[config.mk]
export PLATFORM = sky130hd
export DESIGN_NAME = unit_pool_scheduler
export DESIGN_NICKNAME = d
export VERILOG_FILES = /design/src/rtl/unit_pool_scheduler_pkg.sv /design/src/rtl/unit_pool_scheduler_rr_arbiter.sv /design/src/rtl/unit_pool_scheduler.sv
export SDC_FILE = /design/constraint.sdc
export NUM_CORES = 1
export LEC_CHECK = 0
export ABC_CLOCK_PERIOD_IN_PS = 3450
export CAP_MARGIN = 10
export CORE_MARGIN = 2
export CORE_UTILIZATION = 40
export DETAILED_ROUTE_END_ITERATION = 12
export GPL_TIMING_DRIVEN = 0
export HOLD_SLACK_MARGIN = 0.1
export PLACE_DENSITY = 0.69
export SYNTH_ARGS = -nofsm -noshare
export SYNTH_HDL_FRONTEND = slang
export SYNTH_SLANG_ARGS = --single-unit
[constraint.sdc]
create_clock -name clk -period 3.45 [get_ports clk]
set_input_delay 0.69 -clock clk [delete_from_list [all_inputs] [get_ports clk]]
set_output_delay 0.69 -clock clk [all_outputs]
set_load 0.02 [all_outputs]
[src/rtl/unit_pool_scheduler_pkg.sv]
// Shared types for unit_pool_scheduler: unit state, per-unit slot record, width helpers.
package unit_pool_sched_pkg;

  localparam int CNT_W        = 16;
  localparam int REQ_ID_MAX_W = 3;
  localparam int STAT_W       = 16;

  typedef enum logic [1:0] {
    U_IDLE = 2'd0,
    U_BUSY = 2'd1,
    U_DONE = 2'd2
  } unit_state_e;

  typedef struct packed {
    unit_state_e             state;
    logic [CNT_W-1:0]        cnt;
    logic [REQ_ID_MAX_W-1:0] req_id;
    logic                    x;
    logic                    y;
    logic                    z;
  } slot_t;

  function automatic int idx_w(input int n);
    return (n > 1) ? $clog2(n) : 1;
  endfunction

endpackage

[src/rtl/unit_pool_scheduler_rr_arbiter.sv]
// Round-robin arbiter: first requester at/after the pointer wins; pointer moves past the winner.
module rr_arbiter import unit_pool_sched_pkg::*; #(
  parameter int NUM_REQ = 4
) (
  input  logic                         clk,
  input  logic                         rst_n,
  input  logic [NUM_REQ-1:0]           req_i,
  input  logic                         en_i,
  output logic [NUM_REQ-1:0]           grant_o,
  output logic [idx_w(NUM_REQ)-1:0]    grant_idx_o
);
  localparam int RW = idx_w(NUM_REQ);

  logic [RW-1:0]      ptr_q, ptr_d;
  logic [NUM_REQ-1:0] rot;
  logic               found;
  int                 sum;

  always_comb begin
    // rot[k] is requester (ptr + k) mod NUM_REQ
    rot         = NUM_REQ'({req_i, req_i} >> ptr_q);
    found       = 1'b0;
    grant_idx_o = '0;
    sum         = 0;
    for (int k = 0; k < NUM_REQ; k++) begin
      if (!found && en_i && rot[k]) begin
        found = 1'b1;
        sum   = int'(ptr_q) + k;
        if (sum >= NUM_REQ) sum = sum - NUM_REQ;
        grant_idx_o = RW'(sum);
      end
    end
    grant_o = found ? (NUM_REQ'(1) << grant_idx_o) : '0;
    ptr_d   = ptr_q;
    if (found) ptr_d = (grant_idx_o == RW'(NUM_REQ - 1)) ? '0 : grant_idx_o + RW'(1);
  end

  always_ff @(posedge clk or negedge rst_n) begin
    if (!rst_n) ptr_q <= '0;
    else        ptr_q <= ptr_d;
  end

endmodule

[src/rtl/unit_pool_scheduler.sv]
// Shares NUM_UNITS single-bit compute units among NUM_REQ requesters with one response channel.
// Optional UNIT_POOL_SCHED_STATS_EN adds per-unit saturating dispatch counters (grant_cnt).
module unit_pool_scheduler import unit_pool_sched_pkg::*; #(
  parameter int NUM_REQ   = 4,
  parameter int NUM_UNITS = 4,
  parameter int UNIT_LAT  = 2,
  parameter int ID_BASE   = 0,
  parameter int ID_W      = 8
) (
  input  logic                       clk,
  input  logic                       rst_n,
  input  logic [NUM_REQ-1:0]         req_valid,
  output logic [NUM_REQ-1:0]         req_ready,
  input  logic [NUM_REQ-1:0]         req_x,
  input  logic [NUM_REQ-1:0]         req_y,
  output logic [NUM_UNITS-1:0]       unit_x,
  output logic [NUM_UNITS-1:0]       unit_y,
  input  logic [NUM_UNITS-1:0]       unit_z,
  output logic                       rsp_valid,
  input  logic                       rsp_ready,
  output logic [$clog2(NUM_REQ)-1:0] rsp_req_id,
  output logic [ID_W-1:0]            rsp_unit_id,
  output logic                       rsp_z
`ifdef UNIT_POOL_SCHED_STATS_EN
  ,
  output logic [NUM_UNITS*STAT_W-1:0] grant_cnt
`endif
);
  localparam int RW = idx_w(NUM_REQ);
  localparam int UW = idx_w(NUM_UNITS);

  slot_t                slot_q [NUM_UNITS];
  logic [NUM_UNITS-1:0] idle_vec, done_vec;
  logic [UW-1:0]        free_idx, first_done, rsp_idx, rsp_idx_q;
  logic [RW-1:0]        grant_idx;
  logic                 disp, rsp_fire, rsp_hold_q;

  always_comb begin
    free_idx   = '0;
    first_done = '0;
    for (int u = NUM_UNITS - 1; u >= 0; u--) begin
      idle_vec[u] = (slot_q[u].state == U_IDLE);
      done_vec[u] = (slot_q[u].state == U_DONE);
      unit_x[u]   = slot_q[u].x;
      unit_y[u]   = slot_q[u].y;
      if (idle_vec[u]) free_idx   = UW'(u);
      if (done_vec[u]) first_done = UW'(u);
    end
  end

  // rst_n gates the grant so req_ready reads 0 while reset is held
  rr_arbiter #(.NUM_REQ(NUM_REQ)) u_arb (
    .clk         (clk),
    .rst_n       (rst_n),
    .req_i       (req_valid),
    .en_i        ((|idle_vec) & rst_n),
    .grant_o     (req_ready),
    .grant_idx_o (grant_idx)
  );

  assign disp = |req_ready;

  // A stalled response keeps its unit even if a lower-index unit finishes meanwhile
  assign rsp_idx     = rsp_hold_q ? rsp_idx_q : first_done;
  assign rsp_valid   = rsp_hold_q | (|done_vec);
  assign rsp_fire    = rsp_valid & rsp_ready;
  assign rsp_req_id  = rsp_valid ? RW'(slot_q[rsp_idx].req_id) : '0;
  assign rsp_unit_id = rsp_valid ? ID_W'(ID_BASE + int'(rsp_idx)) : '0;
  assign rsp_z       = rsp_valid & slot_q[rsp_idx].z;

  always_ff @(posedge clk or negedge rst_n) begin
    if (!rst_n) begin
      rsp_hold_q <= 1'b0;
      rsp_idx_q  <= '0;
    end else begin
      rsp_hold_q <= rsp_valid & ~rsp_ready;
      rsp_idx_q  <= rsp_idx;
    end
  end

  always_ff @(posedge clk or negedge rst_n) begin
    if (!rst_n) begin
      for (int u = 0; u < NUM_UNITS; u++) slot_q[u] <= '0;
    end else begin
      for (int u = 0; u < NUM_UNITS; u++) begin
        case (slot_q[u].state)
          U_IDLE: if (disp && free_idx == UW'(u)) begin
            slot_q[u].state  <= U_BUSY;
            slot_q[u].cnt    <= CNT_W'(UNIT_LAT - 1);
            slot_q[u].req_id <= REQ_ID_MAX_W'(grant_idx);
            slot_q[u].x      <= req_x[grant_idx];
            slot_q[u].y      <= req_y[grant_idx];
          end
          U_BUSY: if (slot_q[u].cnt == '0) begin
            slot_q[u].z     <= unit_z[u];
            slot_q[u].state <= U_DONE;
          end else begin
            slot_q[u].cnt <= slot_q[u].cnt - CNT_W'(1);
          end
          U_DONE: if (rsp_fire && rsp_idx == UW'(u)) slot_q[u] <= '0;
          default: slot_q[u] <= '0;
        endcase
      end
    end
  end

`ifdef UNIT_POOL_SCHED_STATS_EN
  logic [STAT_W-1:0] cnt_q [NUM_UNITS];

  always_ff @(posedge clk or negedge rst_n) begin
    if (!rst_n) begin
      for (int u = 0; u < NUM_UNITS; u++) cnt_q[u] <= '0;
    end else begin
      for (int u = 0; u < NUM_UNITS; u++)
        if (disp && free_idx == UW'(u) && cnt_q[u] != '1) cnt_q[u] <= cnt_q[u] + STAT_W'(1);
    end
  end

  for (genvar g = 0; g < NUM_UNITS; g++) begin : g_stat
    assign grant_cnt[g*STAT_W +: STAT_W] = cnt_q[g];
  end
`endif

endmodule

==> impl_results.md, run 1 <==
* DRT Pass-1 Iters at 4
* Post-synth design cell area at 0.005913 mm^2
* Sequence of cells on the critical path: dlygate4sd2_1, buf_6, and3b_2, o21ai_4, nand2_2, a21boi_1, o21ai_2, buf_4, ha_1, and2_1, clkdlybuf4s15_2
* Critical path capture point type: output pin
* # setup viols final at 0
* Number of H-tree branching levels at 3
* Unrepaired setup endpoints after global routing: no
* Number of filler cells placed in the layout at between 1000 and 1500
* Most common library cell in the layout ignoring fill and taps: sky130_fd_sc_hd__nor2_1
* Startpoint type of the worst setup path: primary input
* Sequential cell area fraction in the yosys report at 41.05%
* Number of maximum-capacitance violations at 0
* Core area at 0.01448 mm^2
* # nets final at roughly 740
* Number of warning messages in the yosys log at 0
* Worst relative slew slack at 45.09%
* Count of standard-cell rows at 44
* Slew @ Worst Pin at approximately 0.82 ns
* Avg Vias per Cell at ~5.5
* Post-synthesis cell type count at 81
* Number of global-route vias before repair at about 4700
* Category of the critical setup timing path: in2out
* Syn-to-layout area delta at 20.08%
* Antenna-violating nets left at 0
* Highest achievable clock rate at 301.2 MHz
* Antenna violations before repair at 0
* Clk Latency, worst-skew pair at 0.36 ns
* Highest-count cells in the layout ignoring fill and taps: 104 x sky130_fd_sc_hd__nor2_1, 95 x sky130_fd_sc_hd__dfrtp_1, 52 x sky130_fd_sc_hd__nand2_1, 42 x sky130_fd_sc_hd__xnor2_1, 27 x sky130_fd_sc_hd__o21ai_0
* Global-route wire length before repair at 22920 um
* Chip width at 125.6 um
* Final Wtd Congestion at 0.9030
* Largest area contributor in the netlist: sky130_fd_sc_hd__dfrtp_1
* Maximum number of pins on one net before global-route repair at 36
* Top FF cell, synth: sky130_fd_sc_hd__dfrtp_1
* Clock Tree Root: sky130_fd_sc_hd__clkbuf_16
* Number of enable-type register cells in the synthesized netlist at 0
* Antenna diode count at 0
* Layout cells sized above 1 at 16.83%
* Utilization after layout at 49.04%
* Number of clock buffers inserted by TritonCTS at 9
* Leak pwr at 0.003095 uW
* Mean cell area of the mapped netlist at 9.083 um^2
* Layout Skew at 0.01159 ns
* Count of pins over their slew limit at 0
* Crit path required time at 2.76 ns
* Routed via count at 4968
* Synth Register Bits at 97
* Fraction of post-synthesis cell area in the top cell type by area at between 40 and 50%
* Final Hold Vio Count at 0
* Largest cells by area after synthesis: sky130_fd_sc_hd__dfrtp_1 41%, sky130_fd_sc_hd__nor2_1 6.7%, sky130_fd_sc_hd__xnor2_1 6.2%
* GRT overflow at 0
* Worst-path cell with the longest stage delay: sky130_fd_sc_hd__dlygate4sd2_1
* Number of design-rule violations left by the first detailed-router iteration at 360
* Ratio of final minimum period to clock period at a little over nine tenths
* Clock Pin Slew Worst Setup and Hold Paths at 0.07 ns
* Gr usage total at 17.58%
* Placed wire-length estimate after detailed placement at 9560 um
* CP max stage delay at 0.26 ns
* Ratio of total power to cell area at 829.4 mW/mm^2
* Worst-path fanout max at 10
* TritonCTS clock tree: built
* TritonCTS sink count at 97
* Arrival @ worst endpoint at 2.63 ns
* Routed wire length at around 14000 um
* Final critical delay including setup and external delays at 3.320 ns
* Worst-case vdd ir drop at 0.2992 mV
* Synth Instances at about 650
* Run status: finished clean
* Path type of the worst min-delay path: in2async
* Overall die area at 0.01577 mm^2
* Chip Height at approximately 130 um
* Fraction of synthesis flops using an asynchronous set or reset pin at 100.0%
* Hold Worst Slack at around 0.22 ns
* # DRC at 0
* Number of port buffers at 35
* Initial Utilization at 40.84%
* Count of pins on the block boundary at 43
* Routed wire per std cell at 15.23 um
* Deepest clock path buffer count at 2
==> path summary, 6_finish.rpt <==
kind / from / end / cells after the start / slack, ns
setup / recovery: req_valid[2] / req_ready[0] / 11 / 0.13
hold / removal: rst_n / slot_q[35] / 1 / 0.22
setup reg to reg: slot_q[46] / unit_y[3] / 7 / 0.88
hold reg to reg: slot_q[52] / slot_q[52] / 2 / 0.49
max in group asynchronous: rst_n / slot_q[68] / 2 / 2.60
min in group clk: slot_q[52] / slot_q[52] / 2 / 0.49
==> sequential cells by signal, summed over array words and instances (netlist names) <==
signal and flops:
u_arb.ptr_q 2, unit_y 4, slot_q 84, rsp_idx_q 2
rsp_hold_q 1, unit_x 4
==> worst max-delay path, delay by kind of cell <==
| family | cells | cell delay (ns) |
|---|---|---|
| adder cells (fa/ha/maj) | 1 | 0.12 |
| AND/OR/NAND/NOR | 3 | 0.45 |
| AO/OA/AOI/OAI | 3 | 0.55 |
| buffers and inverters | 4 | 0.81 |
==> kinds of logic after synthesis <==
family | share of synthesized area, %
AOI/OAI and AO/OA | 13.37
and+or+nand+nor | 28.84
DFF | 41.05
xor gates and xnor gates | 7.702
muxes | 1.502
adders and majority gates | 1.904
other | 0.06342
buffers and inverters | 5.565
==> routing by layer <==
metal	vias up	global-route usage [%]	wire length (um)
li1	2390	-	-
met1	2438	24.56	6535
met2	125	27.47	6362
met3	15	3.038	631
met4	0	6.536	221
met5	-	0	0
==> power by group <==
group          total (uW)  switching [uW]  internal (uW)
registers            2050             441           1610
logic                2780            1540           1230
clock network        1060             481            579
==> metrics by stage <==
stage | setup TNS, ns | setup slack, ns | cells | instance area (um^2) | total power [uW]
4_1_cts | 0 | 0.008908 | 900 | 7067 | 5892
3_3_place_gp | -516.67 | -4.263 | 875 | 6513 | 4589
2_1_floorplan | 0 | 0.3527 | 656 | 5932 | 4014
3_5_place_dp | -5.085 | -0.9372 | 876 | 6538 | 4710
5_1_grt | 0 | 0.0007709 | 903 | 7101 | 6329
6_report | 0 | 0.1300 | 903 | 7101 | 5889
==> timing repair <==
action / CTS / global route
gates cloned: 1 / 0
gates resized for setup: 48 / 10
hold buffers: 0 / 0
pin swaps: 9 / 2
setup endpoints to repair: 7 / 7
setup buffers: 8 / 3
==> cell usage after synthesis, types with 3 or more instances <==
master / instances
sky130_fd_sc_hd__o22ai_1: 8
sky130_fd_sc_hd__nand3_1: 17
sky130_fd_sc_hd__ha_1: 9
sky130_fd_sc_hd__and2_1: 8
sky130_fd_sc_hd__a21boi_0: 3
sky130_fd_sc_hd__nor3_1: 20
sky130_fd_sc_hd__xor2_1: 10
sky130_fd_sc_hd__xnor2_1: 42
sky130_fd_sc_hd__nor3_2: 3
sky130_fd_sc_hd__nand4_1: 5
sky130_fd_sc_hd__inv_1: 27
sky130_fd_sc_hd__a21oi_1: 15
sky130_fd_sc_hd__or4_1: 4
sky130_fd_sc_hd__a211oi_1: 5
sky130_fd_sc_hd__nand3b_1: 4
sky130_fd_sc_hd__mux4_2: 3
sky130_fd_sc_hd__nor4_1: 17
sky130_fd_sc_hd__o31ai_1: 7
sky130_fd_sc_hd__a31oi_1: 4
sky130_fd_sc_hd__o21ai_0: 28
sky130_fd_sc_hd__buf_4: 15
sky130_fd_sc_hd__clkbuf_1: 6
sky130_fd_sc_hd__or3_1: 11
sky130_fd_sc_hd__nor3b_1: 9
sky130_fd_sc_hd__o21ai_1: 8
sky130_fd_sc_hd__nand2_1: 54
sky130_fd_sc_hd__nor2b_1: 7
sky130_fd_sc_hd__and3_1: 5
sky130_fd_sc_hd__nor3b_2: 4
sky130_fd_sc_hd__nor4b_1: 6
sky130_fd_sc_hd__nor4_4: 3
sky130_fd_sc_hd__nand2b_1: 10
sky130_fd_sc_hd__dfrtp_1: 97
sky130_fd_sc_hd__nor2_1: 105
sky130_fd_sc_hd__buf_2: 14
==> area by class of cell <==
| type | instances | area, um^2 | share of cell area, % |
|---|---|---|---|
| clock inverter | 7 | 83.83 | 1.181 |
| timing repair buffer | 48 | 488.0 | 6.872 |
| clock buffer | 9 | 225.2 | 3.172 |
| inverter | 29 | 111.4 | 1.568 |
| sequential | 97 | 2430 | 34.22 |
| buffer | 36 | 237.7 | 3.348 |
| multi-input combinational | 493 | 3294 | 46.40 |
| tap | 184 | 230.2 | 3.242 |
Note: power is estimated with default switching activity, not from simulation.
==> run 2, diff against run 1 <==
--- a/config.mk
+++ b/config.mk
@@ -7,12 +7,13 @@
 export LEC_CHECK = 0
 export ABC_CLOCK_PERIOD_IN_PS = 3450
 export CAP_MARGIN = 10
-export CORE_MARGIN = 2
+export CORE_MARGIN = 4
 export CORE_UTILIZATION = 40
 export DETAILED_ROUTE_END_ITERATION = 12
 export GPL_TIMING_DRIVEN = 0
 export HOLD_SLACK_MARGIN = 0.1
 export PLACE_DENSITY = 0.69
+export SKIP_CTS_REPAIR_TIMING = 1
 export SYNTH_ARGS = -nofsm -noshare
 export SYNTH_HDL_FRONTEND = slang
 export SYNTH_SLANG_ARGS = --single-unit
==> impl_results.md, run 2 (synthesized netlist as in run 1, its figures left out) <==
* Run status: finished clean
* Number of buffers and inverters on the critical path at 2 (-2)
* Highest-count cells in the layout ignoring fill and taps: 104 x sky130_fd_sc_hd__nor2_1, 97 x sky130_fd_sc_hd__dfrtp_1, 51 x sky130_fd_sc_hd__nand2_1, 42 x sky130_fd_sc_hd__xnor2_1, 29 x sky130_fd_sc_hd__buf_4
* # DRC at 0 (unchanged)
* Overall die area at 0.01679 mm^2 (+6.5%)
* Gr usage total at 16.45% (-1.1 points)
* Final critical delay including setup and external delays at 3.272 ns (-0.04760 ns)
* Met1 Wirelength at 6320 um (-3.3%)
* Antenna-violating nets left at 0 (unchanged)
* GRT overflow at 0 (unchanged)
* Utilization after layout at 48.50% (-0.54 points)
* Worst-path fanout max at 12 (+2)
* Number of clock buffers inserted by TritonCTS at 9 (unchanged)
* Max layer used: met4
* Critical path capture point type: output pin
* Sequence of cells on the critical path: nor3b_1, o21ai_4, nand2_2, a21boi_1, o21ai_2, buf_4, ha_1, and2_1, buf_2
* Crit path required time at 2.76 ns (about the same)
* Clock Tree Root: sky130_fd_sc_hd__clkbuf_16
* Maximum number of pins on one net before global-route repair at 74 (+110%)
* Clock Pin Slew Worst Setup and Hold Paths at 0.07 ns (about the same)
* Number of port buffers at 35 (unchanged)
* Final Hold Vio Count at 0 (unchanged)
* Antenna diode count at 0 (unchanged)
* Count of standard-cell rows at 44 (unchanged)
* TritonCTS clock tree: built
* Highest achievable clock rate at 305.6 MHz (+1.5%)
* Unrepaired setup endpoints after global routing: no
* CP max stage delay at 0.66 ns (+0.40 ns)
* Most common library cell in the layout ignoring fill and taps: sky130_fd_sc_hd__nor2_1
* Count of pins on the block boundary at 43 (unchanged)
* Chip Height at 129.6 um (+3.2%)
* Category of the critical setup timing path: reg2out
* Met2 routed wirelength at 6596 um (+3.7%)
* Smallest setup slack after layout at 0.1776 ns (+0.04760 ns)
* Ratio of final minimum period to clock period at 94.85% (-1.4 points)
* Startpoint type of the worst setup path: flip-flop
* Slew @ Worst Pin at 0.8870 ns (+0.06829 ns)
* Placed wire-length estimate after detailed placement at 9659 um (+1.0%)
* Routed via count at 4906 (-1.2%)
* Count of pins over their slew limit at 0 (unchanged)
* Number of maximum-capacitance violations at 0 (unchanged)
* Avg Vias per Cell at 5.439 (-1.1%)
* Routed wl met3 at 564 um (-11%)
* Layout cells sized above 1 at 16.57% (-0.26 points)
* Clk Latency, worst-skew pair at 0.35 ns (about the same)
* Initial Utilization at 40.69% (-0.15 points)
* Ratio of total power to cell area at 819.6 mW/mm^2 (-1.2%)
* Worst-case vdd ir drop at 0.3123 mV (+4.4%)
* Worst slack at placement at -0.9470 ns (-0.009813 ns)
* Crit-path leading delay family: flip-flops
* Register ranked first by flip-flop count: slot_q
* Global-route wire length before repair at 22540 um (-1.7%)
* Worst-path cell with the longest stage delay: sky130_fd_sc_hd__dfrtp_1
* Leak pwr at 0.003072 uW (-0.73%)
* Routed wire length at 13740 um (about the same)
* DRT Pass-1 Iters at 5 (+1)
* Deepest clock path buffer count at 2 (unchanged)
* Number of design-rule violations left by the first detailed-router iteration at 344 (-4.4%)
* Antenna violations before repair at 0 (unchanged)
* Number of global-route vias before repair at 4681 (-1.1%)
* TritonCTS sink count at 97 (unchanged)
* Chip width at 129.6 um (+3.2%)
* Routed wire per std cell at 15.24 um (about the same)
* Number of H-tree branching levels at 3 (unchanged)
* Max FFs per register at 84 (unchanged)
* Hold Worst Slack at 0.2804 ns (+0.06297 ns)
* Syn-to-layout area delta at 19.21%
* # nets final at 742 (unchanged)
* Final Wtd Congestion at 0.8429 (-6.7%)
* Path type of the worst min-delay path: in2async
* Core area at 0.01453 mm^2 (+0.38%)
* Layout Skew at 0.008788 ns (-0.002798 ns)
* # setup viols final at 0 (unchanged)
* Arrival @ worst endpoint at 2.58 ns (-0.05 ns)
* Worst relative slew slack at 40.51% (-4.6 points)
==> run 2: layer usage <==
layer,vias up,GRT usage [%]
met5,-,0
met4,0,5.990
met3,17,2.432
met2,102,25.90
met1,2389,23.11
li1,2398,-
==> run 2: cell type report <==
cell class	instances	area [um^2]
Buffer	35	232.7
Sequential cell	97	2427
Inverter	29	111.4
Fill cell	1358	7485
Clock inverter	5	40.04
Multi-Input combinational cell	493	3291
Clock buffer	10	229.0
Timing Repair Buffer	49	488.0
Tap cell	184	230.2
==> run 2: metrics by stage <==
step | area [um^2] | power (uW) | std cells | setup TNS [ns]
CTS | 6807 | 5689 | 891 | -3.841
detailed placement | 6538 | 4731 | 876 | -6.046
finish | 7049 | 5778 | 902 | 0
global placement | 6513 | 4607 | 875 | -517.17
global route | 7049 | 6242 | 902 | 0
floorplan | 5932 | 4014 | 656 | 0
==> run 2: worst paths after layout <==
kind / startpoint / endpoint / slack (ns) / depth (start not counted)
worst min-delay path: rst_n / slot_q[39] / 0.28 / 1
worst max register to register: slot_q[46] / unit_x[3] / 0.73 / 7
min in group clk: slot_q[27] / slot_q[27] / 0.49 / 1
worst min register to register: slot_q[27] / slot_q[27] / 0.49 / 1
worst max-delay path: u_arb.ptr_q[1] / req_ready[0] / 0.18 / 9
max in group asynchronous: rst_n / slot_q[68] / 2.59 / 2
==> run 2: power breakdown <==
group | switching [uW] | internal, uW
registers | 444 | 1610
logic | 1560 | 1240
clock network | 437 | 490
